===== src/rtl/core_ctrl.sv =====
// core_ctrl: multi-cycle fetch/decode/exec/mem/writeback sequencer, one instruction in flight.
// Define CORE_CTRL_INSTRET_EN to build the retired-instruction counter; otherwise instret reads 0.
module core_ctrl #(
    parameter int unsigned MEM_WAIT_MAX = 16
) (
    input  logic        clk,
    input  logic        reset,
    input  logic        is_load,
    input  logic        is_store,
    input  logic        is_branch,
    input  logic        is_jump,
    input  logic        is_alu,
    input  logic        illegal,
    input  logic        branch_taken,
    input  logic [4:0]  dest,
    input  logic        mem_ready,
    output logic        mem_req,
    output logic        mem_we,
    output logic        addr_sel,
    output logic        ir_en,
    output logic        alu_en,
    output logic        pc_en,
    output logic [1:0]  pc_sel,
    output logic        reg_w_en,
    output logic [1:0]  wb_sel,
    output logic        halted,
    output logic [1:0]  fault,
    output logic [2:0]  state,
    output logic [31:0] instret
);
    typedef enum logic [2:0] {
        S_IDLE   = 3'd0,
        S_FETCH  = 3'd1,
        S_DECODE = 3'd2,
        S_EXEC   = 3'd3,
        S_MEM    = 3'd4,
        S_WB     = 3'd5,
        S_HALT   = 3'd6
    } state_t;

    typedef enum logic [2:0] {
        C_ILLEGAL = 3'd0,
        C_LOAD    = 3'd1,
        C_STORE   = 3'd2,
        C_BRANCH  = 3'd3,
        C_JUMP    = 3'd4,
        C_ALU     = 3'd5
    } cls_t;

    state_t     state_r;
    logic [1:0] fault_r;
    logic [7:0] wait_cnt_r;
    cls_t       cls_s;
    logic       timeout_s;

    // Resolve instruction class by priority; no flag at all is treated as illegal
    always_comb begin
        if (illegal) begin
            cls_s = C_ILLEGAL;
        end else if (is_load) begin
            cls_s = C_LOAD;
        end else if (is_store) begin
            cls_s = C_STORE;
        end else if (is_branch) begin
            cls_s = C_BRANCH;
        end else if (is_jump) begin
            cls_s = C_JUMP;
        end else if (is_alu) begin
            cls_s = C_ALU;
        end else begin
            cls_s = C_ILLEGAL;
        end
    end

    // A ready arriving on the limit cycle is not a wait, so it wins over the timeout
    assign timeout_s = mem_req && !mem_ready && (wait_cnt_r == 8'(MEM_WAIT_MAX - 1));

    // Control outputs decoded from the current state and the live handshake/decoder inputs
    always_comb begin
        mem_req  = 1'b0;
        mem_we   = 1'b0;
        addr_sel = 1'b0;
        ir_en    = 1'b0;
        alu_en   = 1'b0;
        pc_en    = 1'b0;
        pc_sel   = 2'd0;
        reg_w_en = 1'b0;
        wb_sel   = 2'd0;
        halted   = 1'b0;
        case (state_r)
            S_FETCH: begin
                mem_req = 1'b1;
                ir_en   = mem_ready;
            end
            S_EXEC: begin
                alu_en = 1'b1;
                if (cls_s == C_BRANCH) begin
                    pc_en  = 1'b1;
                    pc_sel = branch_taken ? 2'd1 : 2'd0;
                end else begin
                    pc_en  = 1'b0;
                end
            end
            S_MEM: begin
                mem_req  = 1'b1;
                addr_sel = 1'b1;
                mem_we   = (cls_s == C_STORE);
                pc_en    = mem_ready && (cls_s == C_STORE);
            end
            S_WB: begin
                reg_w_en = (dest != 5'd0);
                wb_sel   = (cls_s == C_LOAD) ? 2'd1 : ((cls_s == C_JUMP) ? 2'd2 : 2'd0);
                pc_en    = 1'b1;
                pc_sel   = (cls_s == C_JUMP) ? 2'd2 : 2'd0;
            end
            S_HALT: begin
                halted = 1'b1;
            end
            default: begin
                halted = 1'b0;
            end
        endcase
    end

    // Sequencer: state, sticky fault code and memory wait counter
    always_ff @(posedge clk or posedge reset) begin
        if (reset) begin
            state_r    <= S_IDLE;
            fault_r    <= 2'd0;
            wait_cnt_r <= 8'd0;
        end else begin
            case (state_r)
                S_IDLE: begin
                    state_r    <= S_FETCH;
                    wait_cnt_r <= 8'd0;
                end
                S_FETCH: begin
                    if (mem_ready) begin
                        state_r <= S_DECODE;
                    end else if (timeout_s) begin
                        fault_r <= 2'd2;
                        state_r <= S_HALT;
                    end else begin
                        wait_cnt_r <= wait_cnt_r + 8'd1;
                    end
                end
                S_DECODE: begin
                    if (cls_s == C_ILLEGAL) begin
                        fault_r <= 2'd1;
                        state_r <= S_HALT;
                    end else begin
                        state_r <= S_EXEC;
                    end
                end
                S_EXEC: begin
                    wait_cnt_r <= 8'd0;
                    case (cls_s)
                        C_LOAD, C_STORE: state_r <= S_MEM;
                        C_BRANCH:        state_r <= S_FETCH;
                        C_JUMP, C_ALU:   state_r <= S_WB;
                        default: begin
                            fault_r <= 2'd1;
                            state_r <= S_HALT;
                        end
                    endcase
                end
                S_MEM: begin
                    if (mem_ready) begin
                        state_r    <= (cls_s == C_STORE) ? S_FETCH : S_WB;
                        wait_cnt_r <= 8'd0;
                    end else if (timeout_s) begin
                        fault_r <= 2'd2;
                        state_r <= S_HALT;
                    end else begin
                        wait_cnt_r <= wait_cnt_r + 8'd1;
                    end
                end
                S_WB: begin
                    state_r    <= S_FETCH;
                    wait_cnt_r <= 8'd0;
                end
                S_HALT: begin
                    state_r <= S_HALT;
                end
                default: begin
                    state_r <= S_IDLE;
                end
            endcase
        end
    end

    assign fault = fault_r;
    assign state = state_r;

`ifdef CORE_CTRL_INSTRET_EN
    logic        retire_s;
    logic [31:0] instret_r;

    assign retire_s = ((state_r == S_EXEC) && (cls_s == C_BRANCH)) ||
                      ((state_r == S_MEM) && mem_ready && (cls_s == C_STORE)) ||
                      (state_r == S_WB);

    // Retired-instruction counter, wraps naturally at 2^32
    always_ff @(posedge clk or posedge reset) begin
        if (reset) begin
            instret_r <= 32'd0;
        end else if (retire_s) begin
            instret_r <= instret_r + 32'd1;
        end else begin
            instret_r <= instret_r;
        end
    end

    assign instret = instret_r;
`else
    assign instret = 32'd0;
`endif

endmodule


===== config.mk =====
export PLATFORM = sky130hd
export DESIGN_NAME = core_ctrl
export DESIGN_NICKNAME = d
export VERILOG_FILES = /design/src/rtl/core_ctrl.sv
export SDC_FILE = /design/constraint.sdc
export NUM_CORES = 1
export LEC_CHECK = 0
export CAP_MARGIN = 40
export CORE_ASPECT_RATIO = 0.7
export CORE_MARGIN = 1
export CORE_UTILIZATION = 38
export DETAILED_ROUTE_END_ITERATION = 6
export PLACE_DENSITY = 0.8
export SYNTH_ARGS = -nofsm -noshare
export SYNTH_HDL_FRONTEND = slang
export SYNTH_SLANG_ARGS = --single-unit

===== constraint.sdc =====
create_clock -name clk -period 2.2 [get_ports clk]
set_input_delay 0.55 -clock clk [delete_from_list [all_inputs] [get_ports clk]]
set_output_delay 0.55 -clock clk [all_outputs]
set_load 0.05 [all_outputs]

After elaboration in Yosys (flattened, before gate mapping)

Index checks and enable logic that the tools add are counted.

Flip-flop bits (word level): 13
Input port bits: 15
Output and inout port bits: 49
Word-level logic and storage cells: 75

Add/sub/neg operators: 1
Eq/ne operators: 17
Muxes and demuxes: 37
Reductions and logical operators: 17

Operator list:

| operator            | number |
|---|---|
| $mux 3              | 11 |
| $mux 8              | 3 |
| $pmux 8 s3          | 1 |
| $pmux 3 s6          | 1 |
| $eq 3x3->1 const B  | 5 |
| $mux 2              | 7 |
| $eq 3x2->1 const B  | 4 |
| $mux 1              | 10 |
| $pmux 3 s3          | 1 |
| $add 8x1->8 const B | 1 |
| $eq 8x4->1 const B  | 1 |
| $ne 2x2->1 const B  | 4 |
| $reduce_or 2->1     | 4 |
| $eq 3x1->1 const B  | 2 |
| $logic_not 3->1     | 2 |
| $pmux 2 s3          | 1 |
| $reduce_bool 3->1   | 2 |
| $reduce_and 5->1    | 1 |
| $reduce_bool 5->1   | 1 |
| $reduce_or 5->1     | 1 |
| $pmux 2 s2          | 1 |
| $logic_and 1x1->1   | 3 |
| $pmux 1 s3          | 1 |
| $reduce_or 3->1     | 1 |
| other kinds (3)     | 3 |

Longest topological paths before layout

Gate-level depths: netlist (run 1).

Depth after elaboration: 10
Gate-level depth with buffers: 6

Least setup slack after synthesis (run 1)

OpenSTA, ideal clock, no wires.

Path type: register to output
Start point: register state_r[1], in the netlist state[1]
End point: output pc_sel[1]
Arrival: 2.822 ns
Required time: 1.650 ns
Setup slack: -1.172 ns
Cell stages (with the launch flop): 5
Buffers on the path: 1
Path through: dfrtp_1 > buf_2 > inv_1 > nand3_1 > nor4b_1

Word-level cells in the longest chain between the ends: 2
Elaborated cells on any way between the ends: 3

RTL lines:

| what                                     | RTL line | text |
|---|---|---|
| start: declaration                       | 50       | `state_t state_r;` |
| start signal: assignment                 | 169      | `state_r <= (cls_s == C_STORE) ? S_FETCH : S_WB;` |
| $eq 3x3->1 or $eq 3x2->1 (tied branches) | 90       | `case (state_r)` |
| $pmux 2 s2 *                             | 90       |  |
| end: declaration                         | 23       | `output logic [1:0] pc_sel,` |

Every way passes the cells marked *; elsewhere a longest branch is shown, timed or not.

Worst setup path after layout (run 1)

Start point: input is_load
End point: output pc_sel[1]

Word-level cells in the longest chain between the ends: 5

RTL lines:

| what               | RTL line | text |
|---|---|---|
| start: declaration | 8        | `input logic is_load,` |
| $mux 3             | 60       | `end else if (is_load) begin` |
| $mux 3             | 58       | `if (illegal) begin` |
| $eq 3x3->1         | 114      | `pc_sel = (cls_s == C_JUMP) ? 2'd2 : 2'd0;` |
| $mux 2             | 114      |  |
| $pmux 2 s2         | 90       |  |

No other way between the ends.

==> metrics, run 1 <==
per-cell routed wire length 13.8 um; PwrDens 1130 nW/um2; diode count 0; Max Freq 0.452 GHz; share of the synthesized area in the top cell type 28.7%; run status finished, violations left; Synth warnings 0; clk sinks 13; Reg clk slew, reported paths 0.05 ns; DP Area 1630 um2; Clock Path Buffers 2; initial antenna violation count 0; total gr overflow 0; die area 3210 um2; ANT nets after route 0; Min-Delay Path Class reg2reg; Layout area overhead 49.5%; first-pass GRT wire length 4800 um; register area share after synthesis 28.7%; share of cells above drive strength 1 30.9%; VDD IR max 0.000386 V; core box area 2820 um2; largest net degree at the start of global routing 14; number of global-route vias before repair 980; Most used DFF post-synth dfrtp_1; internal power 0.915 mW; Die H 47.7 um; Max Transition Viols Final 0; Clk Latency, worst-skew pair 0.24 ns; Max Used Layer met4; Max transition margin 65.1%; Total Routing Usage GR 21.1%; Synth top cells by count 33 x buf_4, 18 x nor2_1, 13 x dfrtp_1; Net Sw Power 0.990 mW; IO buf count 31; Min Hold Slack 0.506 ns; Post-Route WL 2960 um; crit path kind in2out; Die Wd 67.2 um; Total Nets Final 195; #FFs+latches synth 13; failing checks negative setup slack; H-Tree Depth 1; Post-route DRC 0; initial core utilization 40.1%; Comb pwr share 69.4%; Final Hold Viols 0; filler cell count 234; met3 WL 146 um; setup tns final -0.0111 ns; vias 1070; Final Wtd Congestion 0.804; CTS tree built; power share of the clock group 11.2%; CP max FO 3; RSZ-0062 raised after global routing true; vias per cell 5.00; Final Worst Setup Slack -0.0111 ns; Post-synth EDFFs 0; Avg Inst Size Synth 8.21 um2; drt pass-1 iters 4; CTS root buf clkbuf_8; Crit. End Element output pin; wire length on met2 1510 um; Synth async-reset ratio 100%; Final period util 101%; switching part of the total 52.0%; Flop pwr share 19.3%; Post-Route Skew 0.00165 ns; synth unique cells 38; area occupied by multi-input gates 748 um2; post-layout instance area 1690 um2; Arrival @ worst endpoint 1.66 ns; met1 wire length 1270 um; worst-margin pin slew 0.522 ns; final count of negative-setup-slack endpoints 1; setup bufs post-CTS 0; Yosys top cell by area dfrtp_1; initial drt markers 42; row count 16; top post-synthesis cells by area dfrtp_1 29%, buf_4 22%, nor2_1 6.0%; Post-Syn Area 1130 um2; Req. time, crit path 1.65 ns; Max Cap Violations 0; top-count cell post-synth buf_4; CP Launch Type input port; Reg area 329 um2; cells after synthesis 138; Period minus WS final 2.21 ns; I/O pin total 64; Static Leak 0.736 nW; CTS Buf Count 3; DP HPWL 2400 um
-- area by class of cell --
class                   count  share of cell area (%)
flip-flops and latches     13                    19.4
clock buffers               4                    2.66
well taps                  36                    2.66
multi-input cells         117                    44.2
inverters                   3                   0.887
repair buffers             41                    30.2
-- logic make-up after synthesis --
kind of cell | synth area share (%)
other cells | 0.331
fa+ha+maj | 1.10
simple gates | 26.9
buf+inv | 24.1
flops | 28.7
compound gates | 15.7
mux | 0.884
xor+xnor | 2.32
-- state kept, by name, summed over array words and instances, names as in the netlist --
register	flops
state	3
fault	2
wait_cnt_r	8
-- final timing paths --
kind                                             end                  from  slack [ns]  cells after the start
worst max-delay path                       pc_sel[1]               is_load       -0.01                      4
worst min-delay path            fault[1]$_DFFE_PP0P_  fault[1]$_DFFE_PP0P_        0.51                      1
worst min register to register  fault[1]$_DFFE_PP0P_  fault[1]$_DFFE_PP0P_        0.51                      1
worst max register to register    state[2]$_DFF_PP0_    state[2]$_DFF_PP0_        0.42                      5
min in group asynchronous       fault[0]$_DFFE_PP0P_                 reset        0.63                      2
max in group asynchronous         state[0]$_DFF_PP0_                 reset        1.20                      2
-- power groups by stage --
| stage | combinational [mW] | clock [mW] | sequential [mW] |
|---|---|---|---|
| final | 1.32 | 0.214 | 0.368 |
| after global routing | 1.39 | 0.226 | 0.376 |
| after CTS | 1.32 | 0.218 | 0.363 |
| after detailed placement | 1.31 | 0 | 0.368 |
| after global placement | 1.28 | 0 | 0.362 |
| after floorplan | 0.882 | 0 | 0.429 |
-- worst max-delay path: stages --
cell and delay, ns:
buf_6 0.09, or3_4 0.42, nor4b_4 0.40, buf_12 0.19
-- metal layers --
| layer | track usage [%] | vias to the layer above |
|---|---|---|
| li1 | - | 495 |
| met1 | 26.1 | 514 |
| met2 | 38.6 | 57 |
| met3 | 4.29 | 4 |
| met4 | 4.68 | 0 |
| met5 | 0 | - |
-- stage by stage --
step                      total power, mW  worst slack [ns]  cells  util (%)
final                                1.90           -0.0111    214      60.0
after global routing                 2.00           -0.0237    214      60.0
after CTS                            1.90           0.00557    214      59.9
after detailed placement             1.68            -0.374    210      57.7
after global placement               1.65            -0.285    210      57.7
after floorplan                      1.31           -0.0993    169         -
-- cells in the final DEF (no fill, tap or decap), types with 3 or more instances in the layout --
cell type | netlist | routed
buf_6 | 0 | 5
clkdlybuf4s50_1 | 0 | 14
dfrtp_1 | 13 | 10
nor2_4 | 0 | 3
clkbuf_8 | 0 | 3
o21ai_0 | 6 | 6
a21oi_1 | 11 | 9
conb_1 | 1 | 32
buf_12 | 0 | 12
buf_4 | 33 | 8
nor2_1 | 18 | 14
nand2_1 | 8 | 7
dfrtp_2 | 0 | 3
or3_1 | 5 | 4
-- what timing repair did --
item,in CTS,in global routing
gates resized for setup,16,5
pin swaps,6,2
cloned,0,0
hold buffers,0,0
setup endpoints to repair,5,2
(Power assumes the default switching activity.)
==> run 2: changes to the inputs <==
--- a/config.mk
+++ b/config.mk
@@ -14,3 +14,4 @@
 export SYNTH_ARGS = -nofsm -noshare
 export SYNTH_HDL_FRONTEND = slang
 export SYNTH_SLANG_ARGS = --single-unit
+export TNS_END_PERCENT = 50
==> metrics, run 2 (synthesis gave the netlist of run 1 again) <==
run status finished, final reports clean (was finished, violations left); Post-Route WL 3040 um (was 2960 um); CTS tree built (unchanged); IO buf count 31 (unchanged); Max transition margin 66.3% (was 65.1%); Static Leak 0.735 nW (was 0.736 nW); internal power 0.910 mW (was 0.915 mW); number of global-route vias before repair 993 (was 980); diode count 0 (unchanged); final count of negative-setup-slack endpoints 0 (was 1); die area 3210 um2 (unchanged); CTS Buf Count 3 (unchanged); first-pass GRT wire length 4750 um (was 4800 um); Bufs and invs on worst path 1 (was 2); Clock Path Buffers 2 (unchanged); Total Routing Usage GR 20.5% (was 21.1%); CTS root buf clkbuf_8 (unchanged); r2r setup slk 0.33 ns (was 0.42 ns); total gr overflow 0 (unchanged); Post-Route Skew 0.000787 ns (was 0.00165 ns); RSZ-0062 raised after global routing false (was true); RR Startpoint state[2]$_DFF_PP0_ (unchanged); DP HPWL 2500 um (was 2400 um); largest net degree at the start of global routing 14 (unchanged); Arrival @ worst endpoint 1.57 ns (was 1.66 ns); Hold Startpoint fault[1]$_DFFE_PP0P_ (unchanged); per-cell routed wire length 14.2 um (was 13.8 um); DP Area 1620 um2 (was 1630 um2); CP max stage cell clkdlybuf4s50_1 (was or3_4); H-Tree Depth 1 (unchanged); Req. time, crit path 1.65 ns (about the same); CP max FO 10 (was 3); Layout area overhead 49.8% (was 49.5%); drt pass-1 iters 4 (unchanged); Die Wd 67.2 um (unchanged); Final Hold Viols 0 (unchanged); RR Endpoint state[2]$_DFF_PP0_ (unchanged); CP Launch Type flop (was input port); Max Cap Violations 0 (unchanged); Worst Hold End fault[1]$_DFFE_PP0P_ (unchanged); initial antenna violation count 0 (unchanged); VDD IR max 0.000445 V (was 0.000386 V); Comb pwr share 69.8% (was 69.4%); row count 16 (unchanged); power share of the clock group 10.6% (was 11.2%); Clk Latency, worst-skew pair 0.24 ns (about the same); worst-margin pin slew 0.504 ns (was 0.522 ns); most common cell after layout, fill and taps aside conb_1 (unchanged); setup bufs post-CTS 0 (unchanged); Period minus WS final 2.12 ns (was 2.21 ns); Max Freq 0.471 GHz (was 0.452 GHz); vias 1043 (was 1070); PnR Total Power 1.92 mW (was 1.90 mW); post-layout instance area 1700 um2 (was 1690 um2); switching part of the total 52.6% (was 52.0%); initial core utilization 40.1% (unchanged); I/O pin total 64 (unchanged); Min-Delay Path Class reg2reg (unchanged); vias per cell 4.85 (was 5.00); core box area 2820 um2 (unchanged); worst-path cell chain clkdlybuf4s50_1 (was buf_6 > or3_4 > nor4b_4 > buf_12); Reg clk slew, reported paths 0.05 ns (about the same); initial drt markers 57 (was 42); Flop pwr share 19.5% (was 19.3%); PwrDens 1130 nW/um2 (about the same); crit-path leading delay family buffers and inverters (was simple AND/OR/NAND/NOR gates); cts hold-fix bufs 0 (unchanged); Net Sw Power 1.01 mW (was 0.990 mW); fin util 60.1% (was 60.0%); Final Wtd Congestion 0.825 (was 0.804); Max Transition Viols Final 0 (unchanged); crit path kind reg2out (was in2out); share of cells above drive strength 1 31.3% (was 30.9%); Final period util 96.4% (was 101%); Crit. End Element output pin (unchanged); ANT nets after route 0 (unchanged); max FFs per register 8 (unchanged); Post-route DRC 0 (unchanged); Reg with most FFs wait_cnt_r (unchanged); clk sinks 13 (unchanged); Total Nets Final 196 (was 195); CP peak stage delay 0.84 ns (was 0.42 ns); Die H 47.7 um (unchanged); commonest non-fill, non-tap cells in the layout 32 x conb_1, 14 x nor2_1, 14 x clkdlybuf4s50_1, 11 x buf_12 (was 32 x conb_1, 14 x nor2_1, 14 x clkdlybuf4s50_1, 12 x buf_12, 10 x dfrtp_1); hold path cells 1 (unchanged); Worst Reg-to-Reg Cells 5 (unchanged)
run 2: changes by cell type in the layout (fill, tap and decap cells not counted), sizes merged:
cell / before / now
clkbuf: 5 / 6
run 2: area by class of cell:
class	instances	area, um2
timing repair buffer	42	493
multi-input combinational	117	769
fill	236	1130
clock buffer	4	45.0
inverter	3	15.0
sequential	13	329
tap	36	45.0
run 2: worst reg2reg max path: stages, from the launching register on:
cell      delay [ns]
dfrtp_2         0.49
nand2b_2        0.29
a21oi_1         0.35
nor3b_1         0.44
nand3_1         0.14
nand3b_1        0.10
run 2: repair_timing:
item | 4_1_cts | 5_1_grt
pin swaps | 6 | 3
gates resized for setup | 16 | 4
endpoints found under the setup margin | 5 | 3
run 2: worst max-delay path by stage:
stage	from	end	cells past startpoint
final	state[2]$_DFF_PP0_	state[2]	1
after global routing	state[2]$_DFF_PP0_	state[2]	1
after CTS	is_load	wb_sel[1]	4
after detailed placement	is_store	wb_sel[1]	4
after global placement	is_store	pc_sel[1]	4
after floorplan	state[2]$_DFF_PP0_	state[2]$_DFF_PP0_	6
run 2: power groups by stage:
| stage | combinational, mW | sequential, mW | clock (mW) |
|---|---|---|---|
| after floorplan | 0.873 | 0.429 | 0 |
| after global placement | 1.26 | 0.363 | 0 |
| after detailed placement | 1.30 | 0.370 | 0 |
| after CTS | 1.33 | 0.366 | 0.211 |
| after global routing | 1.42 | 0.383 | 0.220 |
| final | 1.34 | 0.375 | 0.204 |
run 2: through the flow:
| stage | worst slack (ns) | hold WS, ns | TNS (ns) | instances |
|---|---|---|---|---|
| 6_report | 0.0785 | 0.489 | 0 | 215 |
| 3_3_place_gp | -0.285 | 0.477 | -1.07 | 211 |
| 2_1_floorplan | -0.162 | 0.427 | -0.650 | 169 |
| 5_1_grt | 0.0249 | 0.514 | 0 | 215 |
| 3_5_place_dp | -0.366 | 0.474 | -1.34 | 211 |
| 4_1_cts | 0.00112 | 0.494 | 0 | 215 |
run 2: routing by layer:
| layer | up-vias | GRT usage (%) | share of wire (%) |
|---|---|---|---|
| li1 | 497 | - | - |
| met1 | 493 | 24.6 | 40 |
| met2 | 45 | 37.4 | 52 |
| met3 | 8 | 5.24 | 4.5 |
| met4 | 0 | 5.53 | 3.1 |
| met5 | - | 0 | 0 |
==> run 3: changes to the inputs <==
--- a/config.mk
+++ b/config.mk
@@ -11,6 +11,7 @@
 export CORE_UTILIZATION = 38
 export DETAILED_ROUTE_END_ITERATION = 6
 export PLACE_DENSITY = 0.8
+export RECOVER_POWER = 25
 export SYNTH_ARGS = -nofsm -noshare
 export SYNTH_HDL_FRONTEND = slang
 export SYNTH_SLANG_ARGS = --single-unit
==> metrics, run 3 (synthesis gave the netlist of run 1 again) <==
crit path kind reg2out (unchanged); crit-path leading delay family buffers and inverters (unchanged); H-Tree Depth 1 (unchanged); Max transition margin 66.3% (unchanged); DP HPWL 2500 um (unchanged); post-layout instance area 1700 um2 (unchanged); CTS root buf clkbuf_8 (unchanged); Die H 47.7 um (unchanged); Min-Delay Path Class reg2reg (unchanged); number of global-route vias before repair 993 (unchanged); Arrival @ worst endpoint 1.57 ns (about the same); r2r setup slk 0.33 ns (about the same); vias 1043 (unchanged); DP Area 1620 um2 (unchanged); Total Routing Usage GR 20.5% (unchanged); most common cell after layout, fill and taps aside conb_1 (unchanged); PwrDens 1130 nW/um2 (about the same); CP peak stage delay 0.84 ns (about the same); filler cell count 236 (unchanged); I/O pin total 64 (unchanged); Crit. End Element output pin (unchanged); commonest non-fill, non-tap cells in the layout 32 x conb_1, 14 x nor2_1, 13 x clkdlybuf4s50_1, 11 x buf_12 (was 32 x conb_1, 14 x nor2_1, 14 x clkdlybuf4s50_1, 11 x buf_12); initial drt markers 57 (unchanged); clk sinks 13 (unchanged); Max Transition Viols Final 0 (unchanged); CP Launch Type flop (unchanged); CTS tree built (unchanged); met3 WL 137 um (unchanged); max FFs per register 8 (unchanged); RR Endpoint state[2]$_DFF_PP0_ (unchanged); Final Worst Setup Slack 0.0785 ns (unchanged); Clk Latency, worst-skew pair 0.24 ns (about the same); Period minus WS final 2.12 ns (unchanged); diode count 0 (unchanged); Static Leak 0.735 nW (about the same); first-pass GRT wire length 4750 um (unchanged); Final Hold Viols 0 (unchanged); Post-Route WL 3040 um (unchanged); Total Nets Final 196 (unchanged); VDD IR max 0.000445 V (about the same); Bufs and invs on worst path 1 (unchanged); RR Startpoint state[2]$_DFF_PP0_ (unchanged); Layout area overhead 49.8% (unchanged); run status finished, final reports clean (unchanged); Max Used Layer met4 (unchanged); total gr overflow 0 (unchanged); Max Freq 0.471 GHz (unchanged); hold path cells 1 (unchanged); row count 16 (unchanged); ANT nets after route 0 (unchanged); Worst Hold End fault[1]$_DFFE_PP0P_ (unchanged); share of cells above drive strength 1 31.3% (unchanged); die area 3210 um2 (unchanged); vias per cell 4.85 (unchanged); initial core utilization 40.1% (unchanged); core box area 2820 um2 (unchanged); Final Wtd Congestion 0.825 (unchanged); initial antenna violation count 0 (unchanged); Post-Route Skew 0.000787 ns (unchanged); wire length on met2 1580 um (unchanged); Reg area 329 um2 (unchanged); drt pass-1 iters 4 (unchanged); Req. time, crit path 1.65 ns (about the same); area occupied by multi-input gates 769 um2 (unchanged); final count of negative-setup-slack endpoints 0 (unchanged); Worst Reg-to-Reg Cells 5 (unchanged); Clock Path Buffers 2 (unchanged); Hold Startpoint fault[1]$_DFFE_PP0P_ (unchanged); CTS Buf Count 3 (unchanged); worst-margin pin slew 0.504 ns (unchanged); Die Wd 67.2 um (unchanged); per-cell routed wire length 14.2 um (unchanged); Final period util 96.4% (unchanged); met1 wire length 1230 um (unchanged); largest net degree at the start of global routing 14 (unchanged); worst-path cell chain clkdlybuf4s50_1 (unchanged); Reg with most FFs wait_cnt_r (unchanged); RSZ-0062 raised after global routing false (unchanged); CP max stage cell clkdlybuf4s50_1 (unchanged); cts hold-fix bufs 0 (unchanged); CP max FO 10 (unchanged); worst slack, placed -0.366 ns (unchanged); IO buf count 31 (unchanged); Max Cap Violations 0 (unchanged); Reg clk slew, reported paths 0.05 ns (about the same); Post-route DRC 0 (unchanged)
-- run 3: worst max-delay path by stage --
stage                                   from            endpoint  slack (ns)  cells after the start
final                     state[2]$_DFF_PP0_            state[2]        0.08                      1
after global routing      state[2]$_DFF_PP0_            state[2]        0.02                      1
after CTS                            is_load           wb_sel[1]       0.001                      4
after detailed placement            is_store           wb_sel[1]       -0.37                      4
after global placement              is_store           pc_sel[1]       -0.29                      4
after floorplan           state[2]$_DFF_PP0_  state[2]$_DFF_PP0_       -0.16                      6
-- run 3: area by class of cell --
class | instances | share of cell area (%)
inverters | 3 | 0.885
well taps | 36 | 2.65
flip-flops and latches | 13 | 19.4
clock buffers | 4 | 2.65
repair buffers | 42 | 29.1
multi-input cells | 117 | 45.4
-- run 3: power breakdown --
group | switching (mW) | internal, mW
Clock | 0.0767 | 0.127
Sequential | 0.0867 | 0.288
Combinational | 0.847 | 0.494
Total | 1.01 | 0.910
-- run 3: metal layers --
metal | GRT usage [%] | vias to the layer above
met4 | 5.53 | 0
li1 | - | 497
met2 | 37.4 | 45
met5 | 0 | -
met3 | 5.24 | 8
met1 | 24.6 | 493
-- run 3: worst register-to-register path: cells and delay by family, from the launching register on --
kind	cells	cell delay [ns]
flops	1	0.49
simple gates	4	0.97
compound gates	1	0.35
-- run 3: what timing repair did --
item	in CTS	in global routing
pin swaps	6	3
endpoints found under the setup margin	5	3
endpoints found under the hold margin	0	0
buffers inserted	0	0
resized for setup	16	4
-- run 3: through the flow --
stage	total power, mW	TNS (ns)	utilization (%)	hold slack, ns	instances
after floorplan	1.30	-0.650	-	0.427	169
after global placement	1.62	-1.07	57.4	0.477	211
after detailed placement	1.67	-1.34	57.4	0.474	211
after CTS	1.91	0	60.0	0.494	215
after global routing	2.03	0	60.1	0.514	215
final	1.92	0	60.1	0.489	215
